--- config.mk ---
export PLATFORM = sky130hd
export DESIGN_NAME = blit_param_seq
export DESIGN_NICKNAME = d
export VERILOG_FILES = /design/src/rtl/blit_param_seq.sv
export SDC_FILE = /design/constraint.sdc
export NUM_CORES = 1
export LEC_CHECK = 0
export ABC_AREA = 1
export ABC_CLOCK_PERIOD_IN_PS = 1700
export BUFFER_PORTS_ARGS = -buffer_cell sky130_fd_sc_hd__buf_4
export CORE_MARGIN = 8
export CORE_UTILIZATION = 35
export CTS_BUF_LIST = sky130_fd_sc_hd__clkbuf_8
export DETAILED_ROUTE_END_ITERATION = 10
export GPL_ROUTABILITY_DRIVEN = 1
export PLACE_DENSITY = 0.61
export SYNTH_ARGS = -nofsm -noshare
export SYNTH_HDL_FRONTEND = slang
export SYNTH_SLANG_ARGS = --single-unit
--- constraint.sdc ---
create_clock -name MasterClock -period 1.7 [get_ports MasterClock]
set_clock_uncertainty 0.2 [all_clocks]
set_input_delay 0.34 -clock MasterClock [delete_from_list [all_inputs] [get_ports MasterClock]]
set_output_delay 0.34 -clock MasterClock [all_outputs]
set_load 0.01 [all_outputs]
--- src/rtl/blit_param_seq.sv ---
// blit_param_seq: outer-loop parameter-read sequencer for the blitter.
// On RDPAR it walks the enabled parameter words in index order. For each word it
// requests a bus cycle and emits one active-low load strobe. PARDN flags the final
// enabled word.
//
// Ports:
//   MasterClock  in   1       system clock, rising edge
//   SRESETL      in   1       asynchronous active-low reset
//   CCLK         in   1       clock enable; state/outputs advance only when high
//   RDPAR        in   1       start request, sampled in IDLE
//   PARMASK      in   NPARAM  per-word fetch enable, captured at start
//   CYCEND       in   1       bus cycle end, advances to the next word
//   ICYCEND      in   1       early cycle end, times the load strobe
//   PARABT       in   1       abort (only with BLIT_PARAM_ABORT_EN)
//   PARCRQ       out  1       look-ahead cycle request (combinational)
//   PARIDX       out  IDX_W   index of the word being fetched, 0 otherwise
//   LDL          out  NPARAM  active-low load strobes, registered
//   PARDN        out  1       parameters done, registered
//
// Configuration macro: BLIT_PARAM_ABORT_EN adds the PARABT abort input.

module blit_param_seq #(
    parameter int unsigned NPARAM = 3,
    parameter int unsigned IDX_W  = (NPARAM > 1) ? $clog2(NPARAM) : 1
) (
    input  logic              MasterClock,
    input  logic              SRESETL,
    input  logic              CCLK,
    input  logic              RDPAR,
    input  logic [NPARAM-1:0] PARMASK,
    input  logic              CYCEND,
    input  logic              ICYCEND,
`ifdef BLIT_PARAM_ABORT_EN
    input  logic              PARABT,
`endif
    output logic              PARCRQ,
    output logic [IDX_W-1:0]  PARIDX,
    output logic [NPARAM-1:0] LDL,
    output logic              PARDN
);

    typedef enum logic [1:0] {
        ST_IDLE  = 2'd0,
        ST_FETCH = 2'd1,
        ST_DONE  = 2'd2
    } state_t;

    state_t            state_q, state_d;
    logic [IDX_W-1:0]  idx_q, idx_d;
    logic [NPARAM-1:0] mask_q, mask_d;
    logic [NPARAM-1:0] ldl_q, ldl_d;
    logic              pardn_q, pardn_d;

    logic              abort_c;
    logic              first_vld_c;
    logic [IDX_W-1:0]  first_idx_c;
    logic              next_vld_c;
    logic [IDX_W-1:0]  next_idx_c;

`ifdef BLIT_PARAM_ABORT_EN
    assign abort_c = PARABT;
`else
    assign abort_c = 1'b0;
`endif

    // Lowest set bit of the incoming mask, and lowest captured bit above idx_q.
    // Scanning downward lets the last hit be the lowest index.
    always_comb begin
        first_vld_c = 1'b0;
        first_idx_c = '0;
        next_vld_c  = 1'b0;
        next_idx_c  = '0;
        for (int k = int'(NPARAM) - 1; k >= 0; k--) begin
            if (PARMASK[k]) begin
                first_vld_c = 1'b1;
                first_idx_c = IDX_W'(k);
            end
            if (mask_q[k] && (k > int'(idx_q))) begin
                next_vld_c = 1'b1;
                next_idx_c = IDX_W'(k);
            end
        end
    end

    // State register, including the registered outputs.
    always_ff @(posedge MasterClock or negedge SRESETL) begin
        if (!SRESETL) begin
            state_q <= ST_IDLE;
            idx_q   <= '0;
            mask_q  <= '0;
            ldl_q   <= '1;
            pardn_q <= 1'b0;
        end else begin
            state_q <= state_d;
            idx_q   <= idx_d;
            mask_q  <= mask_d;
            ldl_q   <= ldl_d;
            pardn_q <= pardn_d;
        end
    end

    // Next state. The index returns to 0 whenever FETCH is left, so PARIDX needs no decode.
    always_comb begin
        state_d = state_q;
        idx_d   = idx_q;
        mask_d  = mask_q;
        if (CCLK) begin
            unique case (state_q)
                ST_IDLE: begin
                    if (RDPAR) begin
                        mask_d = PARMASK;
                        if (first_vld_c) begin
                            state_d = ST_FETCH;
                            idx_d   = first_idx_c;
                        end else begin
                            state_d = ST_DONE;
                            idx_d   = '0;
                        end
                    end
                end
                ST_FETCH: begin
                    if (abort_c) begin
                        state_d = ST_IDLE;
                        idx_d   = '0;
                    end else if (CYCEND) begin
                        if (next_vld_c) begin
                            idx_d = next_idx_c;
                        end else begin
                            state_d = ST_DONE;
                            idx_d   = '0;
                        end
                    end
                end
                ST_DONE: begin
                    state_d = ST_IDLE;
                    idx_d   = '0;
                end
                default: begin
                    state_d = ST_IDLE;
                    idx_d   = '0;
                end
            endcase
        end
    end

    // Outputs. Strobe and done values hold between CCLK ticks.
    always_comb begin
        ldl_d   = ldl_q;
        pardn_d = pardn_q;
        if (CCLK) begin
            ldl_d   = '1;
            pardn_d = 1'b0;
            unique case (state_q)
                ST_IDLE: begin
                    pardn_d = RDPAR && !first_vld_c;
                end
                ST_FETCH: begin
                    if (!abort_c && ICYCEND) begin
                        for (int k = 0; k < int'(NPARAM); k++) begin
                            if (IDX_W'(k) == idx_q) begin
                                ldl_d[k] = 1'b0;
                            end
                        end
                        pardn_d = !next_vld_c;
                    end
                end
                default: begin
                    pardn_d = 1'b0;
                end
            endcase
        end
    end

    // Look-ahead request is forced low while reset is asserted.
    assign PARCRQ = SRESETL && (state_d == ST_FETCH);
    assign PARIDX = idx_q;
    assign LDL    = ldl_q;
    assign PARDN  = pardn_q;

endmodule

==> results.md <==
* Status: finished, violations left
* Failing checks: setup timing
* Clock tree buffer depth at 2
* Unrepaired setup endpoints after global routing: true
* Post-synth top cells: nand2_1 (19), nor2_1 (10), dfrtp_1 (7), inv_1 (7), a21oi_1 (5)
* Die ar. at 0.00304 mm²
* Drt total wl at approximately 1600 µm
* Largest area contributor in the netlist: dfrtp_1
* Row count at 14
* Worst VDD drop at 0.000749 V
* Final hold slack at approximately 0.20 ns
* Max Fclk at around 0.52 GHz
* Synth area leaders: dfrtp_1 (33%), dfstp_2 (15%), nand2_1 (13%)
* Critical path endpoint category: output port
* Die Width at around 55 µm
* Final Cycle Share at 112%
* Core area at 0.00147 mm²
* Layout cells sized above 1 at 44.2%
* Synth-to-layout area growth at 60.4%
* Final HPWL DP at 1090 µm
* Pin count of the biggest net entering global routing at 11
* Routed wire length on met3 at 144 µm
* Main synth FF type: dfrtp_1
* CTS tree: done
* Final setup viols at 2
* Hold-critical path depth at 3
* Hold Startpoint: CCLK
* Final hold violation count at 0
* Clock buffer count from CTS at 3
* Post-synth top area share at around a third
* Routed length on met2 at 682 µm
* Final ANT Viol Nets at 0
* Static Leak at about 0.44 nW
* DR pass1 iterations at 4
* Clock slew at reported path FFs at 0.05 ns
* Worst EP arrival at roughly 1.4 ns
* Crit path max-delay family: flip-flops
* Leading cell type by number of instances after synthesis: nand2_1
* CTS sink cnt at 10
* Congestion Overflow GR at 0
* Rel. slew slack at between 80% and 90%
* Number of buffers and inverters on the critical path at 2
* R2R depth at 10
* Setup CP Type: flop to output port
* Post-synth ARST share at 100%
* Overall Global Routing Usage at 11.2%
* Die height at 55.2 µm
* Number of flops mapped to enable cells by yosys at 0
* Syn_area_per_cell at 7.78 µm²
* Yosys warning total at 0
* Pre-CTS setup slack at -0.00686 ns
* # diodes at 0
* Critical Path Most Common Cell: nand2_1
* Seq/Total Area, Yosys at 47.3%
* Pwr dens at between 1500 and 2000 mW/mm²
* Post-Syn Nets at 78
* Root buf cell: clkbuf_8
* Worst setup margin at -0.210 ns
* Worst slew pin tran at 0.229 ns
* Setup crit start kind: flop
* Starting Density at 36.5%
* Area of the multi-input gates at 273 µm²
* # fillers at 155
* Routed vias/inst at 4.73
* Slowest CP cell: dfrtp_1
* Wl on met1 at 691 µm
* Vias at about 570
* Reg2Reg Launch Point: state_q[0]$_DFF_PN0_
* Ports at 16
* Minimum clock period at 1.91 ns
* Initial antenna violation count at 0
* R2r endpoint: PARDN$_DFFE_PN0P_
* R2R Setup Slk at -0.08 ns
* Critical-path cell list: inv_1, nand2_2, nand3_1, nand2_1, nand2_1, a21oi_2, nor2_1, buf_4
* Max Slew Vio Count at 0
* Setup tns final at -0.291 ns
* # nets final at 114
* Port Buffers at 15
* Flop and latch count out of synthesis at 10
* Top sig layer: met4
* Crit path largest cell delay at 0.40 ns
* Htree depth at 1
* Synth Cell Area at 537 µm²
* Tightest Hold Check Type: input pin to flop
* First-pass GRT wire length at roughly 2300 µm
* Worst path required time at 1.16 ns
* Clk_lat worst skew at 0.24 ns
* Drt drc at 0
* Initial DRC Count at 6
* Vias in the first global route at roughly 530
* Storage element area at between 200 and 300 µm²
* Mapped Cells at between 60 and 70
* Util after Layout at 58.5%
* Worst Hold End: LDL[2]$_DFFE_PN1P_
* Max FO, Critical Path at 5
* Netlist cell types at 17
* RePlAce Congestion at 0.834
* Post-DR wirelength/cell at approximately 13 µm
* Max_cap viols at 0
* Levels on crit path at 8
-- worst max path at each step --
stage	startpoint	to	slack [ns]
2_1_floorplan	PARIDX[1]$_DFFE_PN0P_	PARCRQ	0.11
3_3_place_gp	RDPAR	PARCRQ	-0.006
3_5_place_dp	RDPAR	PARCRQ	-0.007
4_1_cts	state_q[0]$_DFF_PN0_	PARCRQ	-0.24
5_1_grt	PARIDX[1]$_DFFE_PN0P_	PARCRQ	-0.36
6_report	PARIDX[1]$_DFFE_PN0P_	PARCRQ	-0.21
-- cell type report --
cell class,count,share of cell area [%]
flip-flops and latches,10,29.5
inverters,7,3.05
repair buffers,32,28.2
clock buffers,3,4.80
well taps,16,2.33
multi-input cells,51,31.7
clock inverters,1,0.436
-- kinds of logic after synthesis --
family	count (synthesis)	synth area share [%]
simple gates	38	31.0
compound gates	12	12.6
flops	10	47.3
buf+inv	8	6.30
mux	1	2.80
-- flip-flops by register name, indices dropped and copies added (netlist names) --
register	count
state_q	2
mask_q	2
PARIDX	2
PARDN	1
LDL	3
-- cells in the final DEF, fill, tap and decap left out, types with 2 or more instances in the layout --
master     n
dfrtp_1    7
inv_1      8
nor2_1     9
buf_4     31
dfstp_2    3
nand3_1    3
clkbuf_8   3
o21ai_0    3
nand2_2    2
nand2_1   18
a21oi_1    4
-- where the power goes --
group | leakage (nW) | switching [mW] | internal [mW]
registers | 0.122 | 0.0771 | 0.333
logic | 0.294 | 0.330 | 0.326
clock network | 0.0269 | 0.0926 | 0.158
-- metrics by stage --
stage | area [µm²] | cells | total power [mW]
3_5_place_dp | 737 | 109 | 1.00
4_1_cts | 837 | 120 | 1.28
2_1_floorplan | 537 | 69 | 0.708
5_1_grt | 861 | 120 | 1.42
6_report | 861 | 120 | 1.32
3_3_place_gp | 737 | 109 | 0.993
-- worst min-delay path, stage by stage --
cell and delay [ns]:
buf_4 0.15, nor2_1 0.10, a21oi_1 0.04
-- routing by layer --
| layer | global-route usage, % | vias up |
|---|---|---|
| li1 | - | 296 |
| met1 | 13.2 | 247 |
| met2 | 14.9 | 18 |
| met3 | 6.95 | 7 |
| met4 | 7.20 | 0 |
| met5 | 0 | - |
-- what timing repair did --
| action | 4_1_cts | 5_1_grt |
|---|---|---|
| endpoints found under the setup margin | 1 | 2 |
| pin swaps | 3 | 4 |
| hold buffers | 1 | 0 |
| buffers inserted | 6 | 0 |
| hold endpoints to repair | 7 | 0 |
| gates resized for setup | 0 | 6 |
(Power assumes the default switching activity.)
